`src/rtl/maze_pkg.sv`:
```
// Shared maze definitions: tile-state codes, FSM states, colours and the
// power-on layout used to fill the tile map.
package maze_pkg;

  typedef enum logic [1:0] {
    TILE_PATH   = 2'b00,
    TILE_WALL   = 2'b01,
    TILE_PELLET = 2'b10,
    TILE_POWER  = 2'b11
  } tile_e;

  typedef enum logic [1:0] {
    ST_INIT   = 2'd0,
    ST_IDLE   = 2'd1,
    ST_EAT_RD = 2'd2,
    ST_EAT_WR = 2'd3
  } state_e;

  localparam logic [11:0] COLOR_WALL   = 12'h000;
  localparam logic [11:0] COLOR_PATH   = 12'h8AF;
  localparam logic [11:0] COLOR_PELLET = 12'hFF0;
  localparam logic [11:0] COLOR_POWER  = 12'hFFF;
  localparam logic [11:0] COLOR_BLANK  = 12'h000;

  // Perimeter is wall, the four inner corners hold power pellets, the rest pellets.
  function automatic tile_e default_tile(input int row, input int col,
                                         input int rows, input int cols);
    tile_e t;
    if (row == 0 || col == 0 || row == rows - 1 || col == cols - 1) begin
      t = TILE_WALL;
    end else if ((row == 1 || row == rows - 2) && (col == 1 || col == cols - 2)) begin
      t = TILE_POWER;
    end else begin
      t = TILE_PELLET;
    end
    return t;
  endfunction

  function automatic logic in_square(input int off_row, input int off_col,
                                     input int tile_px, input int sq_px);
    int lo;
    lo = (tile_px - sq_px) / 2;
    return (off_row >= lo) && (off_row < lo + sq_px) &&
           (off_col >= lo) && (off_col < lo + sq_px);
  endfunction

  function automatic logic is_edible(input tile_e t);
    return (t == TILE_PELLET) || (t == TILE_POWER);
  endfunction

endpackage

```
`src/rtl/maze_tile_ram.sv`:
```
// Tile state storage: one read-only port for rendering and one read/write
// port for init/eat, both with registered (read-before-write) read data.
module maze_tile_ram #(
  parameter int DEPTH = 64,
  parameter int AW    = 6
) (
  input  logic          clk,
  input  logic [AW-1:0] rd_addr_i,
  output logic [1:0]    rd_data_o,
  input  logic [AW-1:0] rw_addr_i,
  input  logic          rw_we_i,
  input  logic [1:0]    rw_wdata_i,
  output logic [1:0]    rw_rdata_o
);

  logic [1:0] mem_q [DEPTH];
  logic [1:0] rd_data_q;
  logic [1:0] rw_rdata_q;

  always_ff @(posedge clk) begin
    if (rw_we_i) begin
      mem_q[rw_addr_i] <= rw_wdata_i;
    end
    rd_data_q  <= mem_q[rd_addr_i];
    rw_rdata_q <= mem_q[rw_addr_i];
  end

  assign rd_data_o  = rd_data_q;
  assign rw_rdata_o = rw_rdata_q;

endmodule

```
`src/rtl/maze_tile_map.sv`:
```
// Maze tile map: tile-state store with pellet bookkeeping, eat port and a
// 2-stage pixel render path. Define MAZE_BLINK_EN for blinking power pellets.
module maze_tile_map
  import maze_pkg::*;
#(
  parameter int ROWS      = 8,
  parameter int COLS      = 8,
  parameter int TILE_PX   = 60,
  parameter int PELLET_PX = 8
) (
  input  logic        clk,
  input  logic        rst_n,
  input  logic        pix_valid,
  input  logic [8:0]  p_row,
  input  logic [9:0]  p_col,
  output logic        color_valid,
  output logic [11:0] color_data,
  input  logic        eat_req,
  input  logic [5:0]  eat_row,
  input  logic [5:0]  eat_col,
  output logic        eat_ack,
  output logic [1:0]  eat_kind,
  output logic        ready,
  output logic [11:0] pellets_left,
  output logic        all_eaten,
  input  logic        frame_tick
);

  localparam int DEPTH = ROWS * COLS;
  localparam int AW    = $clog2(DEPTH);

  state_e      state_q, state_d;
  logic [5:0]  init_row_q, init_row_d, init_col_q, init_col_d;
  logic [11:0] pellets_q, pellets_d;
  logic        ready_q, ready_d, all_eaten_q, all_eaten_d, ack_q, ack_d;
  tile_e       kind_q, kind_d;
  logic [AW-1:0] eat_addr_q, eat_addr_d;
  logic        eat_oor_q, eat_oor_d;

  logic [AW-1:0] rd_addr_s, rw_addr_s, init_addr_s, req_addr_s;
  logic [1:0]  rd_data_s, rw_rdata_s, rw_wdata_s;
  logic        rw_we_s, init_last_s, req_oor_s, blink_s;
  tile_e       init_tile_s, rw_tile_s, rd_tile_s;

  int          pix_trow_s, pix_tcol_s;
  logic        pix_in_range_s;
  logic [9:0]  pix_orow_s, pix_ocol_s;
  logic        s1_valid_q, s1_inrange_q, s1_ready_q;
  logic [9:0]  s1_orow_q, s1_ocol_q;
  logic        in_pel_s, in_pwr_s;
  logic [11:0] color_d;
  logic        color_valid_q;
  logic [11:0] color_data_q;

  maze_tile_ram #(.DEPTH(DEPTH), .AW(AW)) u_ram (
    .clk        (clk),
    .rd_addr_i  (rd_addr_s),
    .rd_data_o  (rd_data_s),
    .rw_addr_i  (rw_addr_s),
    .rw_we_i    (rw_we_s),
    .rw_wdata_i (rw_wdata_s),
    .rw_rdata_o (rw_rdata_s)
  );

`ifdef MAZE_BLINK_EN
  logic [4:0] frame_cnt_q;
  logic       blink_q;

  // Blink flag flips on every 16th frame tick.
  always_ff @(posedge clk or negedge rst_n) begin
    if (!rst_n) begin
      frame_cnt_q <= 5'd0;
      blink_q     <= 1'b1;
    end else if (frame_tick) begin
      frame_cnt_q <= frame_cnt_q + 5'd1;
      if (frame_cnt_q == 5'd15 || frame_cnt_q == 5'd31) begin
        blink_q <= ~blink_q;
      end
    end
  end
  assign blink_s = blink_q;
`else
  logic frame_tick_unused_s;
  assign frame_tick_unused_s = frame_tick;
  assign blink_s = 1'b1;
`endif

  assign init_last_s = (init_row_q == 6'(ROWS - 1)) && (init_col_q == 6'(COLS - 1));
  assign init_addr_s = AW'(int'(init_row_q) * COLS + int'(init_col_q));
  assign init_tile_s = default_tile(int'(init_row_q), int'(init_col_q), ROWS, COLS);
  assign req_oor_s   = (int'(eat_row) >= ROWS) || (int'(eat_col) >= COLS);
  assign req_addr_s  = req_oor_s ? {AW{1'b0}} : AW'(int'(eat_row) * COLS + int'(eat_col));
  assign rw_tile_s   = tile_e'(rw_rdata_s);

  always_ff @(posedge clk or negedge rst_n) begin
    if (!rst_n) begin
      state_q <= ST_INIT;
    end else begin
      state_q <= state_d;
    end
  end

  always_comb begin
    state_d = state_q;
    case (state_q)
      ST_INIT:   if (init_last_s) state_d = ST_IDLE;   else state_d = ST_INIT;
      ST_IDLE:   if (eat_req)     state_d = ST_EAT_RD; else state_d = ST_IDLE;
      ST_EAT_RD: state_d = ST_EAT_WR;
      ST_EAT_WR: state_d = ST_IDLE;
      default:   state_d = ST_INIT;
    endcase
  end

  // Read/write port steering; the eat write lands in EAT_WR, only for edible tiles.
  always_comb begin
    rw_addr_s  = eat_addr_q;
    rw_we_s    = 1'b0;
    rw_wdata_s = TILE_PATH;
    case (state_q)
      ST_INIT: begin
        rw_addr_s  = init_addr_s;
        rw_we_s    = 1'b1;
        rw_wdata_s = init_tile_s;
      end
      ST_IDLE:   rw_addr_s = req_addr_s;
      ST_EAT_RD: rw_addr_s = eat_addr_q;
      ST_EAT_WR: rw_we_s   = is_edible(kind_q);
      default:   rw_we_s   = 1'b0;
    endcase
  end

  always_comb begin
    init_row_d = init_row_q;
    init_col_d = init_col_q;
    pellets_d  = pellets_q;
    ready_d    = ready_q;
    ack_d      = 1'b0;
    kind_d     = kind_q;
    eat_addr_d = eat_addr_q;
    eat_oor_d  = eat_oor_q;
    case (state_q)
      ST_INIT: begin
        if (init_col_q == 6'(COLS - 1)) begin
          init_col_d = 6'd0;
          init_row_d = init_last_s ? 6'd0 : init_row_q + 6'd1;
        end else begin
          init_col_d = init_col_q + 6'd1;
        end
        if (is_edible(init_tile_s)) pellets_d = pellets_q + 12'd1;
        else                        pellets_d = pellets_q;
        if (init_last_s) ready_d = 1'b1;
        else             ready_d = 1'b0;
      end
      ST_IDLE: begin
        if (eat_req) begin
          eat_addr_d = req_addr_s;
          eat_oor_d  = req_oor_s;
        end else begin
          eat_addr_d = eat_addr_q;
        end
      end
      ST_EAT_RD: begin
        ack_d  = 1'b1;
        kind_d = eat_oor_q ? TILE_WALL : rw_tile_s;
        // Out-of-range eats report wall and never touch the count.
        if (!eat_oor_q && is_edible(rw_tile_s) && pellets_q != 12'd0) begin
          pellets_d = pellets_q - 12'd1;
        end else begin
          pellets_d = pellets_q;
        end
      end
      ST_EAT_WR: ack_d = 1'b0;
      default:   ack_d = 1'b0;
    endcase
    all_eaten_d = (pellets_d == 12'd0) && ready_d;
  end

  always_ff @(posedge clk or negedge rst_n) begin
    if (!rst_n) begin
      init_row_q  <= 6'd0;
      init_col_q  <= 6'd0;
      pellets_q   <= 12'd0;
      ready_q     <= 1'b0;
      all_eaten_q <= 1'b0;
      ack_q       <= 1'b0;
      kind_q      <= TILE_PATH;
      eat_addr_q  <= {AW{1'b0}};
      eat_oor_q   <= 1'b0;
    end else begin
      init_row_q  <= init_row_d;
      init_col_q  <= init_col_d;
      pellets_q   <= pellets_d;
      ready_q     <= ready_d;
      all_eaten_q <= all_eaten_d;
      ack_q       <= ack_d;
      kind_q      <= kind_d;
      eat_addr_q  <= eat_addr_d;
      eat_oor_q   <= eat_oor_d;
    end
  end

  // Render stage 0: tile coordinates, in-tile offsets and the RAM read address.
  assign pix_trow_s     = int'(p_row) / TILE_PX;
  assign pix_tcol_s     = int'(p_col) / TILE_PX;
  assign pix_in_range_s = (pix_trow_s < ROWS) && (pix_tcol_s < COLS);
  assign pix_orow_s     = 10'(int'(p_row) % TILE_PX);
  assign pix_ocol_s     = 10'(int'(p_col) % TILE_PX);
  assign rd_addr_s      = pix_in_range_s ? AW'(pix_trow_s * COLS + pix_tcol_s) : {AW{1'b0}};

  always_ff @(posedge clk or negedge rst_n) begin
    if (!rst_n) begin
      s1_valid_q   <= 1'b0;
      s1_inrange_q <= 1'b0;
      s1_ready_q   <= 1'b0;
      s1_orow_q    <= 10'd0;
      s1_ocol_q    <= 10'd0;
    end else begin
      s1_valid_q   <= pix_valid;
      s1_inrange_q <= pix_in_range_s;
      s1_ready_q   <= ready_q;
      s1_orow_q    <= pix_orow_s;
      s1_ocol_q    <= pix_ocol_s;
    end
  end

  always_comb begin
    rd_tile_s = tile_e'(rd_data_s);
    in_pel_s  = in_square(int'(s1_orow_q), int'(s1_ocol_q), TILE_PX, PELLET_PX);
    in_pwr_s  = in_square(int'(s1_orow_q), int'(s1_ocol_q), TILE_PX, 2 * PELLET_PX);
    color_d   = COLOR_BLANK;
    if (!s1_valid_q || !s1_ready_q || !s1_inrange_q) begin
      color_d = COLOR_BLANK;
    end else begin
      case (rd_tile_s)
        TILE_WALL:   color_d = COLOR_WALL;
        TILE_PATH:   color_d = COLOR_PATH;
        TILE_PELLET: color_d = in_pel_s ? COLOR_PELLET : COLOR_PATH;
        TILE_POWER:  color_d = (blink_s && in_pwr_s) ? COLOR_POWER : COLOR_PATH;
        default:     color_d = COLOR_BLANK;
      endcase
    end
  end

  always_ff @(posedge clk or negedge rst_n) begin
    if (!rst_n) begin
      color_valid_q <= 1'b0;
      color_data_q  <= 12'h000;
    end else begin
      color_valid_q <= s1_valid_q;
      color_data_q  <= color_d;
    end
  end

  assign color_valid  = color_valid_q;
  assign color_data   = color_data_q;
  assign eat_ack      = ack_q;
  assign eat_kind     = kind_q;
  assign ready        = ready_q;
  assign pellets_left = pellets_q;
  assign all_eaten    = all_eaten_q;

endmodule
```
`config.mk`:
```
export PLATFORM = sky130hd
export DESIGN_NAME = maze_tile_map
export DESIGN_NICKNAME = d
export VERILOG_FILES = /design/src/rtl/maze_pkg.sv /design/src/rtl/maze_tile_ram.sv /design/src/rtl/maze_tile_map.sv
export SDC_FILE = /design/constraint.sdc
export NUM_CORES = 1
export LEC_CHECK = 0
export ABC_AREA = 0
export ABC_CLOCK_PERIOD_IN_PS = 10500
export CAP_MARGIN = 30
export CORE_ASPECT_RATIO = 0.8
export CORE_UTILIZATION = 55
export DETAILED_ROUTE_END_ITERATION = 16
export PLACE_DENSITY = 0.75
export SKIP_CTS_REPAIR_TIMING = 1
export SYNTH_ARGS = -nofsm -noshare
export SYNTH_HDL_FRONTEND = slang
export SYNTH_SLANG_ARGS = --single-unit
```
`constraint.sdc`:
```
create_clock -name clk -period 10.5 [get_ports clk]
set_input_delay 3.15 -clock clk [delete_from_list [all_inputs] [get_ports clk]]
set_output_delay 3.15 -clock clk [all_outputs]
set_load 0.01 [all_outputs]
```
==> run_results.csv <==
group,metric,value,unit
placement,dp_hpwl,18.29,mm
setup_path,rr_worst_depth,12,
clock_tree,tritoncts,"built",
logic_synthesis,synth_flop_cell,"edfxtp_1",
die,die_boundary_height,126.3,um
setup_path,critical_path_required,10800,ps
setup_path,crit_path_end,"u_ram.rd_data_o[0]",
setup_path,timing.setup.critical_path_class,"in2reg",
job,drv_cap,0,
die,core.rowCount,45,
layout,areaGrowthSynthToFinish,13.01,%
clock_tree,clock_sinks,195,
placement,place.gp.congestion,0.9444,
sta,timing.setup.tns,0,ps
logic_synthesis,synth_area_per_cell,10.64,um^2
logic_synthesis,yosys.cell_types.count,84,
die,fp.coreArea,0.01892,mm^2
setup_path,register_to_register_setup_slack,6080,ps
sta,max_clock_freq,130.4,MHz
routing,viasPerCell,6.481,
global_route,maximum_number_of_pins_on_one_net_before_global_route_repair,70,
routing,routedWlPerCell,21.42,um
placement,place_worst_setup_slack,2477,ps
setup_path,start_kind,"primary input",
setup_path,timing.critical_path.arrival,7970,ps
power_and_ir_drop,seq_power_share,37.6,%
logic_synthesis,post_synth_inst_count,998,
logic_synthesis,synth_sequential_area_ratio,51.80,%
clock_tree,cts.root.buffer_cell,"clkbuf_16",
routing,initialDrtViolationCount,1222,
sta,final.setup.worst_slack,2832,ps
layout,finalNetCount,1091,
layout,diodes,0,
placement,buffers_on_ports,62,
logic_synthesis,ys_seq_elements,195,
clock_tree,clk_latency,450,ps
sta,fin_crit,7668,ps
layout,fillerInstances,1582,
setup_path,critPathMaxFanout,19,
power_and_ir_drop,power.share.clock,20.3,%
setup_path,timing.rr.end,"all_eaten",
die,die_width,157.4,um
power_and_ir_drop,p_comb_share,42.1,%
routing,wire_length_reported_by_the_detailed_router,27.91,mm
routing,vias,8445,
layout,final_layout_size_suffix_gt1_share,8.230,%
hold_path,hold_path.class,"reg2reg",
global_route,gr-usage-all-layers,29.10,%
global_route,grt_antenna_before_repair,0,
logic_synthesis,combined_area_of_all_synthesized_cells,0.01062,mm^2
sta,slew_violations,0,
power_and_ir_drop,switching_component_of_the_power,1415,uW
die,start_util,56.13,%
setup_path,regToRegStartpoint,"state_q[0]",
power_and_ir_drop,post-layout-total-power,3335,uW
global_route,first_global_vias,7873,
layout,final_cell_mix,"edfxtp_1, nor2_1, nand2_1",
sta,grt_setup_unrepaired,"no",
routing,number_of_drc_violations_after_detailed_routing,0,
power_and_ir_drop,cellInternalPower,1920,uW
clock_tree,htree_levels,4,
power_and_ir_drop,fraction_of_power_spent_switching_nets,42.44,%
setup_path,worst_setup_path_startpoint,"p_col[8]",
routing,antenna_violating_nets_post_route,0,
die,ios,66,
global_route,grt_first_pass_wirelength,43.17,mm
logic_synthesis,synth-edff-count,128,
sta,worst_setup_skew_after_layout,11.03,ps
sta,hold_violations,0,
sta,timing.max_slew.rel_slack,28.92,%
sta,timing.final.setup_violations,0,
logic_synthesis,yosys_warnings,0,
sta,post-route-period-util,73.03,%
logic_synthesis,async_set_reset_flop_share_out_of_synthesis,32.31,%
clock_tree,cts.clk_slew.worst_paths,70,ps
clock_tree,clockBufferDepth,2,
power_and_ir_drop,pwr_density_cell,277.9,mW/mm^2
sta,worst_slew_pin_slew,1066,ps
setup_path,critPathCaptureType,"register",
run_status,outcome,"complete, no violations",
power_and_ir_drop,ir_drop,0.0002192,V
global_route,grt-ovfl-total,0,
clock_tree,cts_buffer_count,17,
power_and_ir_drop,power_leakage,0.004220,uW
die,dieArea,0.01987,mm^2
routing,dr.pass1.iters,6,
layout,mostFrequentLayoutCell,"edfxtp_1",
## synthesized netlist by cell type, types with 24 or more instances
| master | n | area share (%) |
|---|---|---|
| a21oi_1 | 25 | 1.2 |
| a22oi_1 | 68 | 4.8 |
| clkbuf_1 | 32 | 1.1 |
| dfrtp_1 | 63 | 15 |
| edfxtp_1 | 128 | 36 |
| inv_1 | 24 | 0.85 |
| mux2i_1 | 49 | 4.6 |
| nand2_1 | 98 | 3.5 |
| nand3_1 | 25 | 1.2 |
| nor2_1 | 132 | 4.7 |
| o21ai_0 | 29 | 1.4 |
| xnor2_1 | 28 | 2.3 |
## how the worst min path moves through the flow
stage / to / slack, ps / from / depth (start not counted)
finish: color_valid / 410 / s1_valid_q / 0
global route: color_valid / 440 / s1_valid_q / 0
CTS: color_valid / 420 / s1_valid_q / 0
detailed placement: color_valid / 400 / s1_valid_q / 0
global placement: color_valid / 400 / s1_valid_q / 0
floorplan: color_valid / 350 / s1_valid_q / 0
## logic make-up after synthesis
family / Yosys count / synth area share (%)
and+or+nand+nor: 356 / 15.58
xor gates and xnor gates: 37 / 3.052
muxes: 65 / 6.316
other: 1 / 0.03531
DFF: 195 / 51.80
adders and majority gates: 26 / 3.205
buffers and inverters: 84 / 3.606
AOI/OAI and AO/OA: 234 / 16.41
## cell type report
cell class	count	area, um^2	area share, %
flip-flops and latches	195	5500	45.83
multi-input cells	720	4772	39.77
repair buffers	72	688.2	5.735
clock buffers	17	425.4	3.545
well taps	258	322.8	2.690
clock inverters	15	193.9	1.616
inverters	26	97.59	0.8133
## worst max-delay path, cell delays in order
cell,delay [ps]
clkdlybuf4s50_1,840
and3_1,310
ha_1,310
nand4_1,120
a31o_2,270
o311ai_1,190
a31oi_1,200
o2bb2ai_2,280
a21oi_2,850
buf_4,410
mux2_2,360
nor2_1,90
nor3b_1,70
a211oi_1,300
o22ai_1,180
## per-layer routing
layer / track usage (%) / vias up / wire length (um)
met5: 0 / - / 0
met4: 11.25 / 0 / 852
met3: 8.121 / 64 / 2938
met2: 41.98 / 442 / 12200
met1: 41.54 / 4085 / 11920
li1: - / 3854 / -
## stage by stage
step	instances	cell area, um^2	util (%)	hold slack (ps)
after floorplan	999	10620	-	354.4
after global placement	1270	11380	60.13	401.5
after detailed placement	1271	11380	60.16	402.0
after CTS	1303	12000	63.43	419.9
after global routing	1303	12000	63.43	440.2
final	1303	12000	63.43	409.5
## power groups by stage
stage / Combinational (uW) / Clock [uW] / Sequential [uW]
global placement: 1350 / 0 / 1260
detailed placement: 1360 / 0 / 1270
finish: 1400 / 678 / 1250
CTS: 1380 / 685 / 1250
floorplan: 886 / 0 / 1240
global route: 1510 / 717 / 1270
## state kept, by name (all words and copies together), names as in the netlist, 2 cells and up, named ones only
signal and count:
u_ram.mem_q 128, u_ram.rw_rdata_o 2, u_ram.rd_data_o 2, eat_addr_q 6
color_data 3, pellets_left 12, s1_ocol_q 9, s1_orow_q 9
init_row_q 6, eat_kind 2, init_col_q 6
No activity file was read; power rests on OpenSTA's default activity.
